[src/rtl/code_class_pkg.sv]
// Shared code constants, FSM state and class decode for the code class tracker.
package code_class_pkg;

  localparam int unsigned CODE_W  = 8;
  localparam int unsigned TIMER_W = 8;

  localparam logic [CODE_W-1:0] CODE_A = 8'h40;
  localparam logic [CODE_W-1:0] CODE_B = 8'h20;
  localparam logic [CODE_W-1:0] CODE_D = 8'h04;

  typedef enum logic {
    ST_IDLE  = 1'b0,
    ST_GOT_A = 1'b1
  } state_e;

  // One-hot class of an accepted code; err covers every unlisted value.
  typedef struct packed {
    logic a;
    logic b;
    logic d;
    logic err;
  } class_hit_t;

  // Map a raw code onto exactly one class flag.
  function automatic class_hit_t decode_class(input logic [CODE_W-1:0] code);
    class_hit_t cls;
    cls = '0;
    case (code)
      CODE_A:  cls.a   = 1'b1;
      CODE_B:  cls.b   = 1'b1;
      CODE_D:  cls.d   = 1'b1;
      default: cls.err = 1'b1;
    endcase
    return cls;
  endfunction

endpackage

[src/rtl/sat_counter.sv]
// Saturating up-counter with synchronous clear; holds at all-ones.
module sat_counter #(
  parameter int unsigned W = 16
) (
  input  logic         clk,
  input  logic         rst_n,
  input  logic         clr,
  input  logic         inc,
  output logic [W-1:0] q
);

  localparam logic [W-1:0] MAX = '1;

  // Count register: clear wins over increment, increment stops at MAX.
  always_ff @(posedge clk or negedge rst_n) begin
    if (!rst_n) begin
      q <= '0;
    end else if (clr) begin
      q <= '0;
    end else if (inc && (q != MAX)) begin
      q <= q + W'(1);
    end
  end

endmodule

[src/rtl/code_class_tracker.sv]
// Counts accepted codes per class and flags class-A followed by class-B within a window.
module code_class_tracker
  import code_class_pkg::*;
#(
  parameter int unsigned CNT_W  = 16,
  parameter int unsigned WINDOW = 8
) (
  input  logic              clk,
  input  logic              rst_n,
  input  logic              clr,
  input  logic              in_valid,
  output logic              in_ready,
  input  logic [CODE_W-1:0] in_code,
  output logic [CNT_W-1:0]  cnt_a,
  output logic [CNT_W-1:0]  cnt_b,
  output logic [CNT_W-1:0]  cnt_d,
  output logic [CNT_W-1:0]  cnt_err,
  output logic [CNT_W-1:0]  hit_cnt,
  output logic              seq_hit
);

  localparam logic [TIMER_W-1:0] WIN = TIMER_W'(WINDOW);

  state_e             state;
  state_e             state_nxt;
  logic [TIMER_W-1:0] timer;
  logic [TIMER_W-1:0] timer_nxt;
  logic               hit_c;
  logic               xfer_c;
  class_hit_t         cls_c;

  assign in_ready = !clr;
  assign xfer_c   = in_valid && in_ready;
  assign cls_c    = decode_class(in_code);

  // State, window timer and registered hit pulse.
  always_ff @(posedge clk or negedge rst_n) begin
    if (!rst_n) begin
      state   <= ST_IDLE;
      timer   <= '0;
      seq_hit <= 1'b0;
    end else begin
      state   <= state_nxt;
      timer   <= timer_nxt;
      seq_hit <= hit_c;
    end
  end

  // Next state: A arms the window, B or any other code disarms, expiry disarms.
  always_comb begin
    state_nxt = state;
    case (state)
      ST_IDLE: begin
        if (xfer_c && cls_c.a) state_nxt = ST_GOT_A;
      end
      ST_GOT_A: begin
        if (xfer_c) begin
          state_nxt = cls_c.a ? ST_GOT_A : ST_IDLE;
        end else if (timer == '0) begin
          state_nxt = ST_IDLE;
        end
      end
      default: state_nxt = ST_IDLE;
    endcase
    if (clr) state_nxt = ST_IDLE;
  end

  // Timer reload/decrement and hit detection.
  always_comb begin
    timer_nxt = timer;
    hit_c     = 1'b0;
    case (state)
      ST_IDLE: begin
        timer_nxt = (xfer_c && cls_c.a) ? WIN : '0;
      end
      ST_GOT_A: begin
        if (xfer_c) begin
          if (cls_c.a) begin
            timer_nxt = WIN;
          end else begin
            timer_nxt = '0;
            hit_c     = cls_c.b;
          end
        end else if (timer != '0) begin
          timer_nxt = timer - TIMER_W'(1);
        end else begin
          timer_nxt = '0;
        end
      end
      default: timer_nxt = '0;
    endcase
    if (clr) begin
      timer_nxt = '0;
      hit_c     = 1'b0;
    end
  end

  sat_counter #(.W(CNT_W)) u_cnt_a (
    .clk(clk), .rst_n(rst_n), .clr(clr), .inc(xfer_c && cls_c.a), .q(cnt_a)
  );
  sat_counter #(.W(CNT_W)) u_cnt_b (
    .clk(clk), .rst_n(rst_n), .clr(clr), .inc(xfer_c && cls_c.b), .q(cnt_b)
  );
  sat_counter #(.W(CNT_W)) u_cnt_d (
    .clk(clk), .rst_n(rst_n), .clr(clr), .inc(xfer_c && cls_c.d), .q(cnt_d)
  );
  sat_counter #(.W(CNT_W)) u_cnt_err (
    .clk(clk), .rst_n(rst_n), .clr(clr), .inc(xfer_c && cls_c.err), .q(cnt_err)
  );
  sat_counter #(.W(CNT_W)) u_hit_cnt (
    .clk(clk), .rst_n(rst_n), .clr(clr), .inc(hit_c), .q(hit_cnt)
  );

endmodule

[config.mk]
export PLATFORM = sky130hd
export DESIGN_NAME = code_class_tracker
export DESIGN_NICKNAME = d
export VERILOG_FILES = /design/src/rtl/code_class_pkg.sv /design/src/rtl/sat_counter.sv /design/src/rtl/code_class_tracker.sv
export SDC_FILE = /design/constraint.sdc
export NUM_CORES = 1
export LEC_CHECK = 0
export ABC_AREA = 0
export BUFFER_PORTS_ARGS = -buffer_cell sky130_fd_sc_hd__buf_2
export CAP_MARGIN = 20
export CORE_ASPECT_RATIO = 1.4
export CORE_UTILIZATION = 40
export DETAILED_ROUTE_END_ITERATION = 10
export SLEW_MARGIN = 0
export SYNTH_ARGS = -nofsm -noshare
export SYNTH_HDL_FRONTEND = slang
export SYNTH_SLANG_ARGS = --single-unit
export TNS_END_PERCENT = 5
[constraint.sdc]
create_clock -name clk -period 5.5 [get_ports clk]
set_clock_uncertainty 0.1 [all_clocks]
set_input_delay 0.55 -clock clk [delete_from_list [all_inputs] [get_ports clk]]
set_output_delay 0.55 -clock clk [all_outputs]
set_load 0.01 [all_outputs]
==> results.yml <==
setup_path:
  critical_path.max_fanout: 13
  critical_path.slowest_cell: "sky130_fd_sc_hd__or4_1"
  cp_delay_by_family_top: "simple AND/OR/NAND/NOR gates"
  worstPathCellList: "ha_1 -> nand3_1 -> or4_1 -> o21ai_1 -> nor2_1 -> a221o_1"
  worstPathBufferInverterCount: 0
  regToRegEndpoint: "u_hit_cnt.q[14]$_DFFE_PN0P_"
  cp_num_cells: 6
  worstSetupEndpointType: "flop"
  timing.critical_path.required_ns: 5.63
  cp-startpoint: "u_hit_cnt.q[0]$_DFFE_PN0P_"
  r2r_setup_slack_ns: 2.58
  worstReg2RegStart: "u_hit_cnt.q[0]$_DFFE_PN0P_"
  arrival_ns: 3.05
  worst_path_largest_cell_delay_ns: 0.76
  path_class: "flop to flop"
  cp-endpoint: "u_hit_cnt.q[14]$_DFFE_PN0P_"
  critPathLaunchType: "flop"
  reg2reg_depth: 6
floorplan:
  dieHeight_um: 133
  floorplan.core_area_um2: 11900
  placementRows: 47
  die_span_in_x_um: 95.8
  ios: 94
  floorplan.initialDensity_pct: 41.3
  die_area_um2: 12800
detailed_routing:
  drt.antenna.violating_nets: 0
  routed_wirelength_mm: 11.6
  drtPass1Iterations: 4
  num_vias: 4221
  route.detailed.drc: 0
  first_iter_violations: 137
  avgViaCountPerCell: 5.57
  wire_per_inst_um: 15.3
sta:
  maxSlewHeadroom_pct: 31.1
  max_freq_ghz: 0.343
  grt_setup_unrepaired: "no"
  timing.final.setup_violations: 0
  report.final.hold_viol_count: 0
  final_cycle_share_pct: 53.1
  timing_max_transition_violations_final: 0
  final.setup.tns_ns: 0
  timing.final.ws_setup_ns: 2.58
  final_period_minus_worst_setup_slack_ns: 2.92
  max_slew.worst_pin.slew_ns: 1.03
placed_design:
  post-dp-hpwl_mm: 8.12
  dp_slack_ns: 2.40
  buffer_ports.inserted: 93
  gp_congestion: 0.790
logic_synthesis:
  yosysTopAreaCellShare_pct: 45.7
  synth_area_per_cell_um2: 9.51
  post-synth-top-area-cell: "sky130_fd_sc_hd__dfrtp_1"
  library_cells_used_by_synthesis: 59
  mappedNetlistArea_um2: 4930
  yosys-top-cells-count: "sky130_fd_sc_hd__dfrtp_1, sky130_fd_sc_hd__nor2_1, sky130_fd_sc_hd__xnor2_1"
  ys_dominant_reg_cell: "sky130_fd_sc_hd__dfrtp_1"
  count_of_flip_flops_with_a_built_in_enable_after_synthesis: 0
  post_synth_main_area_contributors: "sky130_fd_sc_hd__dfrtp_1, sky130_fd_sc_hd__xnor2_1, sky130_fd_sc_hd__nor2_1, sky130_fd_sc_hd__nand3_1, sky130_fd_sc_hd__nand2_1"
  sequential_fraction_of_the_synthesis_area_pct: 45.7
  ys_seq_elements: 90
  syn_nets: 537
  post-synth-top-count-cell: "sky130_fd_sc_hd__dfrtp_1"
  async_flop_share_pct: 100
  yosys_warnings: 0
  syn_inst: 518
power:
  pwr_density_cell_nw_per_um2: 234
  power_leakage_uw: 0.00260
  vdd_drop_max_v: 0.000133
clocking:
  clk-insertion-delay-late_ns: 0.34
  path_clk_slew_ns: 0.06
  cts_htree_levels: 3
  tritoncts.num_buffers: 9
  max-clock-path-buffers: 2
  clk_tree_root_cell: "sky130_fd_sc_hd__clkbuf_16"
  post_cts_resize_count: 0
  tritoncts_clock_tree: "built"
  clock-sinks: 90
  cts_hold_buf: 0
  cts_setup_buffers: 0
hold_path:
  hp-class: "input pin to async pin"
run_status:
  result_of_the_run: "complete, no violations"
grt:
  pin_count_of_the_biggest_net_entering_global_routing: 71
  grt_first_pass_wirelength_mm: 19.5
  grt_antenna_before_repair: 0
  total_track_usage_pct: 19.4
  grt_pass1_vias: 4107
  globalRoute.totalOverflow: 0
final_layout:
  area_growth_pct: 18.0
  postLayoutCoreUtil_pct: 48.7
  drive_gt1_share_pct: 21.9
  insertedDiodeCount: 0
  fin_nets: 625
job:
  maxCapViolCount: 0
-- layout make-up --
cell class	instances	area, µm²
inverter	18	67.6
sequential	90	2250
timing repair buffer	98	500
clock inverter	5	78.8
multi-input combinational	389	2500
tap	147	184
fill	1152	6120
clock buffer	11	233
-- registers in the layout, indices dropped and copies added, names as in the netlist --
register	count
seq_hit	1
state	1
timer	8
u_cnt_a.q	16
u_cnt_b.q	16
u_cnt_d.q	16
u_cnt_err.q	16
u_hit_cnt.q	16
-- worst min-delay path by stage --
stage                                  start                     endpoint  slack [ns]
after detailed placement  timer[0]$_DFF_PN0_           timer[0]$_DFF_PN0_        0.41
after CTS                              rst_n   u_hit_cnt.q[9]$_DFFE_PN0P_        0.08
after floorplan                        rst_n            seq_hit$_DFF_PN0_        0.15
final                                  rst_n  u_hit_cnt.q[15]$_DFFE_PN0P_        0.07
after global routing                   rst_n   u_hit_cnt.q[9]$_DFFE_PN0P_        0.10
after global placement    timer[0]$_DFF_PN0_           timer[0]$_DFF_PN0_        0.41
-- worst register-to-register path: stages (launching register included) --
cell and delay [ns]:
sky130_fd_sc_hd__dfrtp_1 0.43, sky130_fd_sc_hd__ha_1 0.20, sky130_fd_sc_hd__nand3_1 0.20, sky130_fd_sc_hd__or4_1 0.77, sky130_fd_sc_hd__o21ai_1 0.70, sky130_fd_sc_hd__nor2_1 0.12, sky130_fd_sc_hd__a221o_1 0.28
-- logic make-up after synthesis --
logic type	Yosys count	synth area share, %
buf+inv	39	3.60
simple gates	249	27.4
mux	7	1.52
xor+xnor	46	8.17
flops	90	45.7
compound gates	80	11.8
fa+ha+maj	7	1.78
-- layout by cell type, fill, tap and decap left out, drive strengths merged, types with 4 or more instances in the layout --
| cell type | synthesis | final |
|---|---|---|
| o311ai | 5 | 5 |
| nor2 | 69 | 69 |
| xnor2 | 39 | 39 |
| dfrtp | 90 | 90 |
| nor2b | 6 | 6 |
| or2 | 4 | 4 |
| o211ai | 5 | 5 |
| ha | 7 | 7 |
| inv | 18 | 18 |
| nor4 | 20 | 20 |
| buf | 6 | 97 |
| mux2 | 4 | 4 |
| or4 | 12 | 12 |
| a21oi | 20 | 20 |
| o41ai | 6 | 6 |
| nor3 | 18 | 18 |
| nand3 | 30 | 30 |
| nand2 | 32 | 32 |
| clkbuf | 15 | 12 |
| a2111oi | 4 | 4 |
| o31ai | 7 | 7 |
| xor2 | 7 | 7 |
| nand4 | 15 | 15 |
| or3 | 11 | 11 |
| o21ai | 15 | 15 |
| and3 | 9 | 9 |
| and4 | 6 | 6 |
| nor3b | 4 | 4 |
-- metal layers --
metal  GRT usage [%]  vias up  part of all wire [%]
met4            6.88        0                   1.5
met2            33.3       99                    51
li1                -     2067                     -
met1            23.2     2040                    43
met3            4.79       15                   4.9
met5               0        -                     0
-- where the power goes --
part	leakage [µW]	switching, µW	total (µW)	internal, µW
Combinational	0.00119	35.5	46.2	10.7
Clock	0.000153	254	651	398
Sequential	0.00126	1.55	665	663
-- metrics by stage --
step / instances / area, µm² / total power (µW) / hold WS (ns)
finish: 758 / 5810 / 1360 / 0.0655
global route: 758 / 5810 / 1410 / 0.101
CTS: 757 / 5810 / 1380 / 0.0792
detailed placement: 741 / 5500 / 725 / 0.412
global placement: 740 / 5490 / 724 / 0.407
floorplan: 518 / 4930 / 697 / 0.154
(Power assumes the default switching activity.)
